File: config.mk
export PLATFORM = sky130hd
export DESIGN_NAME = memwb_pipe
export DESIGN_NICKNAME = d
export VERILOG_FILES = /design/src/rtl/memwb_pkg.sv /design/src/rtl/pipe_skid_buf.sv /design/src/rtl/memwb_pipe.sv
export SDC_FILE = /design/constraint.sdc
export NUM_CORES = 1
export LEC_CHECK = 0
export CELL_PAD_IN_SITES_DETAIL_PLACEMENT = 1
export CELL_PAD_IN_SITES_GLOBAL_PLACEMENT = 1
export CORE_ASPECT_RATIO = 0.7
export CORE_MARGIN = 8
export CORE_UTILIZATION = 36
export CTS_BUF_LIST = sky130_fd_sc_hd__clkbuf_4 sky130_fd_sc_hd__clkbuf_8
export DETAILED_ROUTE_END_ITERATION = 12
export PLACE_DENSITY_LB_ADDON = 0.25
export SLEW_MARGIN = 40
export SYNTH_ARGS = -nofsm -noshare
export SYNTH_HDL_FRONTEND = slang
export SYNTH_SLANG_ARGS = --single-unit
export TNS_END_PERCENT = 10
File: constraint.sdc
create_clock -name clk -period 3.7 [get_ports clk]
set_clock_uncertainty 0.15 [all_clocks]
set_input_delay 1.11 -clock clk [delete_from_list [all_inputs] [get_ports clk]]
set_output_delay 1.11 -clock clk [all_outputs]
set_load 0.02 [all_outputs]
File: src/rtl/memwb_pkg.sv
// memwb_pkg: shared defaults and the beat payload carried from MEM to WB.
// Latency: n/a (types and a pure helper function only).
// Backpressure: n/a.
package memwb_pkg;

  localparam int MEMWB_XLEN      = 32;
  localparam int MEMWB_REGADDR_W = 5;

  typedef struct packed {
    logic [MEMWB_XLEN-1:0]      alu_out;
    logic [MEMWB_XLEN-1:0]      rdatamem;
    logic [MEMWB_REGADDR_W-1:0] rd;
    logic                       reg_write;
    logic                       mem_to_reg;
  } memwb_payload_t;

  // Writeback mux: load data when mem_to_reg, otherwise the ALU result.
  function automatic logic [MEMWB_XLEN-1:0] wb_select(input memwb_payload_t p);
    return p.mem_to_reg ? p.rdatamem : p.alu_out;
  endfunction

endpackage

File: src/rtl/pipe_skid_buf.sv
// pipe_skid_buf: single overflow entry that catches a beat accepted while the main entry is stalled.
// Latency: 1 cycle from load to valid; unload empties it on the next edge.
// Backpressure: none internally; the owner gates load with ~valid.
//
// Ports: clk, rst_n (async active-low), flush (sync kill), load/din (capture),
//        unload (hand entry to the main register), valid/dout (held entry).
module pipe_skid_buf #(
  parameter int W = 8
) (
  input  logic         clk,
  input  logic         rst_n,
  input  logic         flush,
  input  logic         load,
  input  logic         unload,
  input  logic [W-1:0] din,
  output logic         valid,
  output logic [W-1:0] dout
);

  always_ff @(posedge clk or negedge rst_n) begin
    if (!rst_n) begin
      valid <= 1'b0;
      dout  <= '0;
    end else if (flush) begin
      valid <= 1'b0;
    end else if (load) begin
      valid <= 1'b1;
      dout  <= din;
    end else if (unload) begin
      valid <= 1'b0;
    end
  end

endmodule

File: src/rtl/memwb_pipe.sv
// memwb_pipe: MEM/WB pipeline register with valid/ready handshake, writeback select and stall counter.
// Latency: 1 cycle, 1 beat/cycle when out_ready_i is high.
// Backpressure: payload holds while stalled; in_ready_o is ~out_valid_o | out_ready_i,
//               or (with MEMWB_SKID_EN defined) registered ~skid_valid with a second entry.
//
// Ports: clk, rst_n (async active-low); in_valid_i/in_ready_o + alu_out_i, rdatamem_i, rd_i,
//        reg_write_i, mem_to_reg_i (MEM side); flush_i (sync kill); out_valid_o/out_ready_i +
//        alu_out_o, rdatamem_o, rd_o (WB side); wb_data_o, wb_we_o (regfile write);
//        stall_cnt_o (saturating count of stalled cycles).
module memwb_pipe
  import memwb_pkg::*;
#(
  parameter int XLEN      = MEMWB_XLEN,
  parameter int REGADDR_W = MEMWB_REGADDR_W,
  parameter int CNT_W     = 16
) (
  input  logic                 clk,
  input  logic                 rst_n,
  input  logic                 in_valid_i,
  output logic                 in_ready_o,
  input  logic [XLEN-1:0]      alu_out_i,
  input  logic [XLEN-1:0]      rdatamem_i,
  input  logic [REGADDR_W-1:0] rd_i,
  input  logic                 reg_write_i,
  input  logic                 mem_to_reg_i,
  input  logic                 flush_i,
  output logic                 out_valid_o,
  input  logic                 out_ready_i,
  output logic [XLEN-1:0]      alu_out_o,
  output logic [XLEN-1:0]      rdatamem_o,
  output logic [REGADDR_W-1:0] rd_o,
  output logic [XLEN-1:0]      wb_data_o,
  output logic                 wb_we_o,
  output logic [CNT_W-1:0]     stall_cnt_o
);

  // The payload struct is sized by the package; the port widths must agree with it.
  if (XLEN != MEMWB_XLEN || REGADDR_W != MEMWB_REGADDR_W) begin : g_width_guard
    $error("memwb_pipe: XLEN/REGADDR_W must match memwb_pkg defaults");
  end

  memwb_payload_t in_beat;
  memwb_payload_t main_q;
  memwb_payload_t main_din;
  logic           main_vld;
  logic           main_load;     // main entry may change on this edge
  logic           main_next_vld;
  logic           out_xfer;

  assign in_beat = '{alu_out:    alu_out_i,
                     rdatamem:   rdatamem_i,
                     rd:         rd_i,
                     reg_write:  reg_write_i,
                     mem_to_reg: mem_to_reg_i};

  assign out_xfer = main_vld & out_ready_i;

`ifdef MEMWB_SKID_EN
  logic           skid_vld;
  memwb_payload_t skid_q;
  logic           in_xfer;

  assign in_ready_o = ~skid_vld;
  assign in_xfer    = in_valid_i & in_ready_o;

  // Main entry frees up when empty or draining; the skid beat is older than any
  // new input, so it goes first (and ready is low while it is occupied).
  assign main_load     = ~main_vld | out_ready_i;
  assign main_din      = skid_vld ? skid_q : in_beat;
  assign main_next_vld = skid_vld | in_xfer;

  pipe_skid_buf #(
    .W($bits(memwb_payload_t))
  ) u_skid (
    .clk    (clk),
    .rst_n  (rst_n),
    .flush  (flush_i),
    .load   (in_xfer & main_vld & ~out_ready_i),
    .unload (skid_vld & out_xfer),
    .din    (in_beat),
    .valid  (skid_vld),
    .dout   (skid_q)
  );
`else
  assign in_ready_o    = ~main_vld | out_ready_i;
  assign main_load     = in_ready_o;
  assign main_din      = in_beat;
  assign main_next_vld = in_valid_i;
`endif

  always_ff @(posedge clk or negedge rst_n) begin
    if (!rst_n) begin
      main_vld <= 1'b0;
      main_q   <= '0;
    end else if (flush_i) begin
      main_vld <= 1'b0;
    end else if (main_load) begin
      main_vld <= main_next_vld;
      if (main_next_vld) begin
        main_q <= main_din;
      end
    end
  end

  // Counts stalled cycles; sticks at all-ones and survives flush.
  always_ff @(posedge clk or negedge rst_n) begin
    if (!rst_n) begin
      stall_cnt_o <= '0;
    end else if (main_vld && !out_ready_i && !(&stall_cnt_o)) begin
      stall_cnt_o <= stall_cnt_o + 1'b1;
    end
  end

  assign out_valid_o = main_vld;
  assign alu_out_o   = main_q.alu_out;
  assign rdatamem_o  = main_q.rdatamem;
  assign rd_o        = main_q.rd;
  assign wb_data_o   = wb_select(main_q);
  assign wb_we_o     = out_xfer & main_q.reg_write & (main_q.rd != '0);

endmodule
==> flow_summary.yaml <==
status:
  status: "finished, final reports clean"
synthesis:
  synth_top_family_by_area: "multiplexers"
  synth-simple-area-share_pct: 5.49
  ys_seq_elements: 88
  synth_compound_area_share_pct: 0.743
  netlist_area_mm2: 0.00438
  synth_nets: 412
  synth_warnings: 0
  yosysSeqAreaShare_pct: 50.3
  synthAdderAreaFrac_pct: 0.286
  synth_cell_types: 27
  synth-xor-area-share_pct: 3.00
  syn_avg_cell_area_um2: 13.1
  synthMuxAreaShare_pct: 26.8
  syn_inst: 335
layout:
  layout-drive-gt1-share_pct: 28.5
  final_cells: 628
  utilization_pct: 53.6
  antenna_cells: 0
  nFillCells: 1210
  nNetsFinal: 543
  area_growth_pct: 44.2
setup_path:
  r2r_setup_slack_ps: 1570
  critical_path.max_fanout: 2
  ff2ff_path_depth: 4
  path_class: "in -> out"
  end_kind: "output pin"
  cp.arrival_ps: 2210
  reg2reg_to: "stall_cnt_o[1]$_DFFE_PN0P_"
  r2r_start: "stall_cnt_o[1]$_DFFE_PN0P_"
  cp-start-kind: "primary input"
  cp.required_ps: 2440
global_route:
  grt_pass1_vias: 3368
  grt_usage_pct: 15.8
  grt_pass1_wl_um: 19800
  overflow: 0
  grt_max_degree: 55
  antenna_found_initial: 0
clock_network:
  clock_path_buffers: 2
  cts_max_level: 3
  cts_buffers: 9
  hold_buffers: 0
  cts_resized: 1
  path_clk_slew_ps: 90
  clock_latency_ps: 350
  root_buffer: "clkbuf_8"
  cts_tree: "yes"
  cts.sink_count: 88
  cts_setup_buffers: 0
floorplanning:
  dieWidth_um: 148
  core-area_mm2: 0.0118
  io_pins: 196
  fp.dieH_um: 108
  num_rows: 33
  initial_core_util_pct: 37.2
  die-area_mm2: 0.0160
timing:
  drv_slew: 0
  fmax_mhz: 288
  slew_headroom_pct: 55.7
  period_minus_slack_ps: 3470
  tightest_slew_ps: 663
  finalSetupViolCount: 0
  hold_viol: 0
  rsz0062_at_grt: "no"
  final.period_utilization_pct: 93.8
place:
  hpwl_um: 9570
  portBuffers: 195
  gp_congestion: 0.718
  place_inst: 612
power:
  static-leakage-power_uw: 0.00260
  peakVddDrop_v: 0.000275
  p_total_uw: 3480
  power_density_mw_per_mm2: 552
detailed_routing:
  vias_per_cell: 4.72
  dr.pass1.iters: 4
  num_vias: 2967
  wl_um: 12500
  wl_per_cell_um: 19.9
  drt_iter0_drc: 62
  antenna_left: 0
  drc_errors: 0
job:
  drv_cap: 0
hold_path:
  hp-class: "reg -> reg"
  hold_depth: 1
  worstHoldStart: "stall_cnt_o[15]$_DFFE_PN0P_"
  hold_path_end: "stall_cnt_o[15]$_DFFE_PN0P_"
==> routing by layer <==
metal / GRT usage, % / routed length (um) / part of all wire (%)
met2: 24.9 / 5800 / 46
met3: 8.26 / 1430 / 11
met4: 3.55 / 93 / 0.74
met5: 0 / 0 / 0
met1: 19.0 / 5190 / 41
==> cell type report <==
class	instances	area (um^2)	area share, %
Clock inverter	5	128	2.02
Timing Repair Buffer	201	2030	32.2
Clock buffer	11	145	2.30
Sequential cell	88	2200	34.9
Inverter	3	11.3	0.178
Multi-Input combinational cell	163	1600	25.3
Tap cell	157	196	3.11
==> registers in the layout, summed over array words and instances (netlist names) <==
register     cells
stall_cnt_o     16
main_q           2
alu_out_o       32
rdatamem_o      32
out_valid_o      1
rd_o             5
==> placed cells by master, fill, tap and decap left out, types with 3 or more instances in the layout <==
cell type and n:
clkdlybuf4s50_1 192, buf_4 4, xor2_1 10, clkbuf_8 10
nand2_1 3, nor2_1 9, nor4_1 3, dfrtp_1 88
xnor2_1 5, mux2_2 103, nand3_1 7, bufinv_16 4
buf_12 3, inv_1 3, nand4_1 5, nor3_1 5
==> report_power, final <==
group	total [uW]	internal, uW	switching (uW)	leakage (uW)
registers	1280	1120	157	0.00106
logic	1320	712	606	0.00141
clock network	885	543	342	0.000133
total	3480	2380	1100	0.00260
==> critical path, cell delays in order <==
cell	delay (ps)
clkdlybuf4s50_1	480
and2b_2	230
inv_1	70
dlygate4sd2_1	330
==> worst max path at each step <==
stage / start / to / slack, ps
after detailed placement: out_ready_i / in_ready_o / -40
final: out_ready_i / in_ready_o / 230
after global placement: out_ready_i / in_ready_o / -40
after floorplan: out_ready_i / in_ready_o / 930
after CTS: out_ready_i / wb_we_o / 30
after global routing: out_ready_i / in_ready_o / 190
==> kinds of logic after synthesis <==
family,count (synthesis)
adders and majority gates,1
buffers and inverters,84
AOI/OAI and AO/OA,2
muxes,104
DFF,88
and+or+nand+nor,41
xor gates and xnor gates,15
==> cells in the mapped netlist <==
master    number  area [um^2]
mux2_2       103         1160
dfrtp_1       88         2200
buf_4         69          518
xor2_1        10         87.6
nor2_1         9         33.8
buf_2          8         40.0
nand3_1        7         35.0
nand4_1        5         31.3
nor3_1         5         25.0
xnor2_1        5         43.8
clkbuf_1       4         15.0
inv_1          3         11.3
nand2_1        3         11.3
nor4_1         3         18.8
a21oi_1        1         5.00
and2_1         1         6.26
and2b_2        1         8.76
and3_1         1         6.26
and4_1         1         8.76
ha_1           1         12.5
mux2_4         1         15.0
nand4_2        1         12.5
nand4_4        1         21.3
nor3b_1        1         7.51
o41ai_4        1         27.5
or2_2          1         6.26
or3_2          1         7.51
==> stage by stage <==
stage	area [um^2]	TNS [ps]	hold WS, ps	setup slack [ps]
floorplan	4380	0	331	925
global placement	6040	-44.9	338	-44.9
detailed placement	6040	-35.9	352	-35.9
CTS	6310	0	365	26.9
global route	6310	0	390	186
finish	6310	0	363	229
Note: power is estimated with default switching activity, not from simulation.
